$ cat src/rtl/alu_result_stage.sv
// alu_result_stage: flags capture and 2-entry skid buffer behind the ALU result mux, with a saturating delivered-result count.
// Define ALU_RES_PARITY_EN to carry an even-parity bit with each entry on out_par.
module alu_result_stage #(
    parameter int WIDTH = 8,
    parameter int CNT_W = 16
) (
    input  logic             clk,
    input  logic             rst_n,
    input  logic             in_valid,
    output logic             in_ready,
    input  logic [WIDTH-1:0] in_data,
    input  logic [2:0]       in_sel,
    input  logic             in_carry,
    input  logic             in_ovf,
    output logic             out_valid,
    input  logic             out_ready,
    output logic [WIDTH-1:0] out_data,
    output logic [2:0]       out_sel,
    output logic [3:0]       out_flags,
    output logic             out_par,
    output logic [CNT_W-1:0] res_count
);
    localparam int EW = WIDTH + 7;
    typedef enum logic [1:0] {EMPTY = 2'd0, ONE = 2'd1, FULL = 2'd2} state_t;
    state_t state, state_nx;
    logic [EW-1:0] head, skid, in_ent;
    logic acc, dlv, head_new, head_skid, skid_ld;
    assign in_ready  = (state != FULL);
    assign out_valid = (state != EMPTY);
    assign acc       = in_valid & in_ready;
    assign dlv       = out_valid & out_ready;
    // logic ops (sel[2]) carry no meaningful carry/overflow
    assign in_ent    = {in_data, in_sel, in_data[WIDTH-1], in_data == '0,
                        in_carry & ~in_sel[2], in_ovf & ~in_sel[2]};
    assign head_new  = acc & ((state == EMPTY) | dlv);
    assign head_skid = (state == FULL) & dlv;
    assign skid_ld   = acc & (state == ONE) & ~dlv;
    assign out_data  = head[EW-1:7];
    assign out_sel   = head[6:4];
    assign out_flags = head[3:0];
    always_comb begin
        state_nx = state;
        case (state)
            EMPTY:   state_nx = acc ? ONE : EMPTY;
            ONE:     state_nx = (acc & ~dlv) ? FULL : (~acc & dlv) ? EMPTY : ONE;
            FULL:    state_nx = dlv ? ONE : FULL;
            default: state_nx = EMPTY;
        endcase
    end
    always_ff @(posedge clk or negedge rst_n) begin
        if (!rst_n) begin
            state     <= EMPTY;
            head      <= '0;
            skid      <= '0;
            res_count <= '0;
        end else begin
            state <= state_nx;
            if (head_new) head <= in_ent;
            else if (head_skid) head <= skid;
            if (skid_ld) skid <= in_ent;
            if (dlv && res_count != '1) res_count <= res_count + CNT_W'(1);
        end
    end
`ifdef ALU_RES_PARITY_EN
    logic head_par, skid_par;
    assign out_par = head_par;
    always_ff @(posedge clk or negedge rst_n) begin
        if (!rst_n) begin
            head_par <= 1'b0;
            skid_par <= 1'b0;
        end else begin
            if (head_new) head_par <= ^in_data;
            else if (head_skid) head_par <= skid_par;
            if (skid_ld) skid_par <= ^in_data;
        end
    end
`else
    assign out_par = 1'b0;
`endif
endmodule

$ cat config.mk
export PLATFORM = sky130hd
export DESIGN_NAME = alu_result_stage
export DESIGN_NICKNAME = d
export VERILOG_FILES = /design/src/rtl/alu_result_stage.sv
export SDC_FILE = /design/constraint.sdc
export NUM_CORES = 1
export LEC_CHECK = 0
export CAP_MARGIN = 20
export CORE_MARGIN = 2
export CORE_UTILIZATION = 46
export DETAILED_ROUTE_END_ITERATION = 16
export PLACE_DENSITY = 0.75
export SETUP_SLACK_MARGIN = 0.3
export SYNTH_ARGS = -nofsm -noshare
export SYNTH_HDL_FRONTEND = slang
export SYNTH_SLANG_ARGS = --single-unit
$ cat constraint.sdc
create_clock -name clk -period 1.8 [get_ports clk]
set_input_delay 0.36 -clock clk [delete_from_list [all_inputs] [get_ports clk]]
set_output_delay 0.36 -clock clk [all_outputs]
set_load 0.005 [all_outputs]
# --- Word level (Yosys, flattened, before mapping) ---
# Cells that the tools add are included.
op_classes:
  addsub: 1
  n_eq_ne: 4
  mux: 7
  bitwise_logic: 14
  reduce_logical: 5
ops:
  columns: ["operator", "count"]
  rows:
  - ["$mux W15", 2]
  - ["$add A16 B1 Y16 const B", 1]
  - ["$ne A16 B16 Y1 const B", 1]
  - ["$and A1 B1 Y1", 10]
  - ["$logic_not A8 Y1", 1]
  - ["$pmux W2 S3", 1]
  - ["$mux W2", 2]
  - ["$reduce_bool A2 Y1", 2]
  - ["$not A1 Y1", 3]
  - ["$eq A2 B1 Y1 const B", 1]
  - ["$eq A2 B2 Y1 const B", 1]
  - ["$logic_not A2 Y1", 1]
  - ["$mux W1", 2]
  - ["$ne A2 B2 Y1 const B", 1]
  - ["$logic_and A1 B1 Y1", 1]
  - ["$or A1 B1 Y1", 1]
totals:
  register_bits: 48
  wordCells: 35
  out_inout_bits: 34
  inputBits: 17

# --- Depth between registers and ports, before layout ---
depth:
  depth_word: 7
  depth_mapped: 6
  mapped_depth_nobuf: 5

# --- Worst setup path after synthesis ---
# Ideal clock, no wire load.
synth_path:
  path_type: "flip-flop to flip-flop"
  from: "register res_count[0]"
  to: "register res_count[1]"
  synth_period_minus_slack_ns: 1.602
  setup_slack_ns: 0.198
  setup_ns: 0.125
  n_path_buf: 0
  arrival_time_ns: 1.477
  required_time_ns: 1.675
  stages_incl_launch_ff: 6
  cell_sequence: "dfrtp_1 -> ha_1 -> and4_1 -> nand4b_4 -> nor2b_4 -> mux2_4"
synth_between:
  elab_chain_cells: 2
  word_cells_on_any_way: 3
  cone_classes: "1 x add/sub; 1 x eq/ne; 1 x reduce/logical"
synth_lines:
  columns: ["item", "line_no", "rtl"]
  rows:
  - ["from (decl)", "21", "output logic [CNT_W-1:0] res_count"]
  - ["from (signal assigned)", "61", "if (dlv && res_count != '1) res_count <= res_count + CNT_W'(1);"]
  - ["branches (longest 2 deep; another with $add A16 B1 Y16)", null, null]
# Several ways; the timed one is not identified.
# A chain may end at the register's enable or synchronous reset.

# --- Worst setup path after layout ---
layout_path:
  from: "register state[1]"
  to: "register head[6]"
layout_between:
  elab_chain_cells: 5
  word_cells_on_any_way: 11
  cone_classes: "2 x eq/ne; 1 x mux; 5 x bitwise; 3 x reduce/logical"
layout_lines:
  columns: ["item", "line_no", "rtl"]
  rows:
  - ["from (decl)", "25", "state_t state, state_nx;"]
  - ["from (signal assigned)", "57", "state <= state_nx;"]
  - ["$reduce_bool A2 Y1", "29", "assign out_valid = (state != EMPTY);"]
  - ["$and A1 B1 Y1", "31", "assign dlv = out_valid & out_ready;"]
  - ["$or A1 B1 Y1", "35", "assign head_new = acc & ((state == EMPTY) | dlv);"]
  - ["$and A1 B1 Y1", "35", null]
  - ["$mux W15 / $reduce_bool A2 Y1 (equally long branches)", null, null]
  - ["to (signal assigned)", "58", "if (head_new) head <= in_ent;"]
  - ["to (signal assigned)", "59", "else if (head_skid) head <= skid;"]
  - ["to (decl)", "26", "logic [EW-1:0] head, skid, in_ent;"]
# Parallel ways exist; a longest one is shown, timed or not.

==> results by group <==
GRT
  • Vias in the first global route: about 2k
  • Grt ovf: 0
  • Initial antenna violation count: 0
  • Total track usage: 0.2241
  • First-pass GRT wire length: 9.225 mm
  • Largest net degree at the start of global routing: 47

Route
  • Post-route ant nets: 0
  • Avg WL per Cell: 16.13 µm
  • 1st-pass router iterations: 4
  • Wire length on met3: 205 µm
  • Drt total wl: ~5.9 mm
  • DRT met1 WL: 2.606 mm
  • Met2 WL: 2.997 mm
  • Via Count: between 1.5k and 2k
  • Via density: 5.384
  • Drt drc: 0
  • Top layer in use: met4
  • Iter 0 DRT Violations: 135

Floorplanning
  • Core area: 4661 µm²
  • Die width: 73.09 µm
  • Die area: 5342 µm²
  • Die H: 73.09 µm
  • Row count: 25
  • Starting Density: 0.4711
  • Ports: 51

Final layout
  • Area of the multi-input gates: 1102 µm²
  • Share of layout cells above drive strength 1: 0.3505
  • Reg area: approximately 1200 µm²
  • Filler cell count: 319
  • Ant. Diodes: 0
  • Area Overhead vs Synth: 55.50%
  • Post-layout util: 0.7326
  • Nets: 329

Setup path
  • CP startpoint kind: flip-flop
  • CP Max Fanout: 8
  • Critical Path Sink Type: flip-flop
  • Crit path kind: flip-flop to flip-flop
  • Worst EP arrival: about 1800 ps
  • R2R setup slack: 210 ps
  • CP required: between 1500 and 2000 ps

Power
  • Largest vdd supply drop: between 0.8 and 0.9 mV
  • Static Leak: roughly 1.8 nW
  • Pwr Density: 1293 nW/µm²

Timing
  • Fin. Hold Viols: 0
  • Worst Skew: 9.024 ps
  • Setup Viol. Count Final: 0
  • RSZ-0062 raised after global routing: true
  • Tightest Pin Transition: 580.7 ps
  • Setup TNS: 0 ps
  • Slew headroom: 0.6129
  • Period utilization: 0.8852
  • Tmin final: 1593 ps
  • Max-slew violations: 0
  • Fmax: approximately 630 MHz

Place
  • IO buf count: 49
  • GPL Wtd Cong: 0.7717
  • Dpl hpwl: 3.166 mm

CTS
  • H-tree depth: 2
  • Clk Latency, worst-skew pair: 300 ps
  • CTS sink count: 46
  • CTS tree: done
  • Root buffer cell: clkbuf_8
  • Longest Clk Path Bufs: 2
  • Hold buffers post-CTS: 0
  • Clock slew seen by the registers of the worst setup and hold paths: approximately 90 ps
  • Cts bufs inserted: 5

Synthesis
  • Ys async rst share: 1.000
  • Synth warn: 0
  • Yosys reg bits: between 40 and 50
  • Top_reg_cell synth: dfrtp_1
  • Synth top area share: 0.5242
  • Cell area after synthesis: 2196 µm²
  • Syn Inst Count: between 150 and 200
  • Largest area contributor in the netlist: dfrtp_1
  • Yosys cell types: 44
  • Top post-synthesis cells by area: dfrtp_1 52%, nand2_1 7.4%, mux2i_1 3.6%
  • Sequential fraction of the synthesis area: 0.5242
  • Synthesized Nets: 218
  • Mean Syn Cell Area: 11.03 µm²
  • EDFF count, synth: 0

Worst hold path
  • HP Class: input pin to async pin

Status
  • Status: finished clean

Flow run
  • Max-cap violations: 0
what timing repair did:
action | 4_1_cts | 5_1_grt
setup buffers | 38 | 7
resized for setup | 61 | 23
pin swaps | 10 | 25
hold endpoints to repair | 0 | 0
endpoints found under the setup margin | 53 | 48
cloned | 2 | 0
Yosys cell counts (2+ instances only):
master,number
nand3_1,8
o21ai_0,6
mux2_4,3
and2_1,2
a21o_1,10
xnor2_1,8
nor2_1,4
mux2i_1,8
a22o_1,5
nand2_1,43
a31oi_1,2
buf_4,2
dfrtp_1,46
nor4_1,2
a22o_2,5
nand2b_1,3
nand4_1,7
ha_1,2
xor2_1,2
and4_1,2
and3_1,6
critical path: stages (launching register included):
cell and delay [ps]:
dfrtp_2 380, buf_6 110, buf_12 90, nand2b_4 70
buf_6 130, nor2_4 290, buf_6 160, mux2i_1 170
o21ai_1 80
path summary, 6_finish.rpt:
check	endpoint	start	depth (start not counted)
max in group asynchronous	res_count[15]	rst_n	2
max	head[6]	state[1]	8
min in group clk	head[10]	head[10]	1
min	skid[1]	rst_n	2
max reg2reg	head[6]	state[1]	8
min reg2reg	head[10]	head[10]	1
metal layers:
layer | global-route usage | vias to the layer above
met5 | 0 | -
met4 | 0.05761 | 0
met3 | 0.04006 | 7
met2 | 0.3904 | 44
met1 | 0.2869 | 988
li1 | - | 926
flip-flops by register name (all words and copies together) (netlist names):
signal and cells:
skid 14, state 2, res_count 16, head 14
logic make-up after synthesis:
| kind of cell | count (synthesis) | share of synthesized area |
|---|---|---|
| adder cells (fa/ha/maj) | 2 | 0.01139 |
| other | 1 | 0.001708 |
| XOR/XNOR | 10 | 0.03989 |
| buffers and inverters | 8 | 0.03076 |
| multiplexers | 12 | 0.06211 |
| AND/OR/NAND/NOR | 88 | 0.2188 |
| flip-flops | 46 | 0.5242 |
| AO/OA/AOI/OAI | 32 | 0.1111 |
through the flow:
stage | hold WS (ps) | power (mW) | instance area [µm²] | worst slack [ps] | instances
final | 130.3 | 4.414 | 3415 | 206.7 | 365
after global routing | 189.3 | 4.685 | 3415 | 150.0 | 365
after CTS | 150.8 | 4.193 | 3264 | 186.5 | 358
after detailed placement | 463.5 | 3.167 | 2815 | -41.62 | 310
after global placement | 458.3 | 3.117 | 2815 | -26.04 | 310
after floorplan | 64.41 | 2.412 | 2201 | 258.7 | 199
final cells by class:
class,count,share of cell area
Sequential cell,46,0.3390
Multi-Input combinational cell,146,0.3228
Timing Repair Buffer,110,0.2920
Clock buffer,6,0.02125
Tap cell,54,0.01979
Clock inverter,2,0.004031
Inverter,1,0.001099
power breakdown:
group          internal, mW  switching, mW  leakage (nW)
Combinational          1.28          0.864          1.17
Clock                 0.274          0.345        0.0452
Sequential             1.40          0.245         0.584
Total                  2.96           1.45          1.80
layout by cell type, fill, tap and decap left out, types with 2 or more instances in the layout:
cell type	instances
ha_4	2
o21ai_0	3
and3_1	5
nand2_1	43
mux2_4	3
dfrtp_1	41
xnor2_1	7
dlygate4sd2_1	30
mux2i_1	8
dfrtp_2	5
a22o_1	5
a31oi_1	2
a22o_4	5
clkdlybuf4s50_1	14
and4_4	2
nand3_1	6
nor4_1	2
nor2_1	3
nor2_4	3
buf_12	3
buf_2	2
nand3_2	2
and3_2	2
nand4_1	7
a21o_1	10
dlymetal6s2s_1	2
xor2_1	2
nand2b_1	3
buf_6	15
clkbuf_8	5
buf_4	44
o21ai_1	3
(Power assumes the default switching activity.)
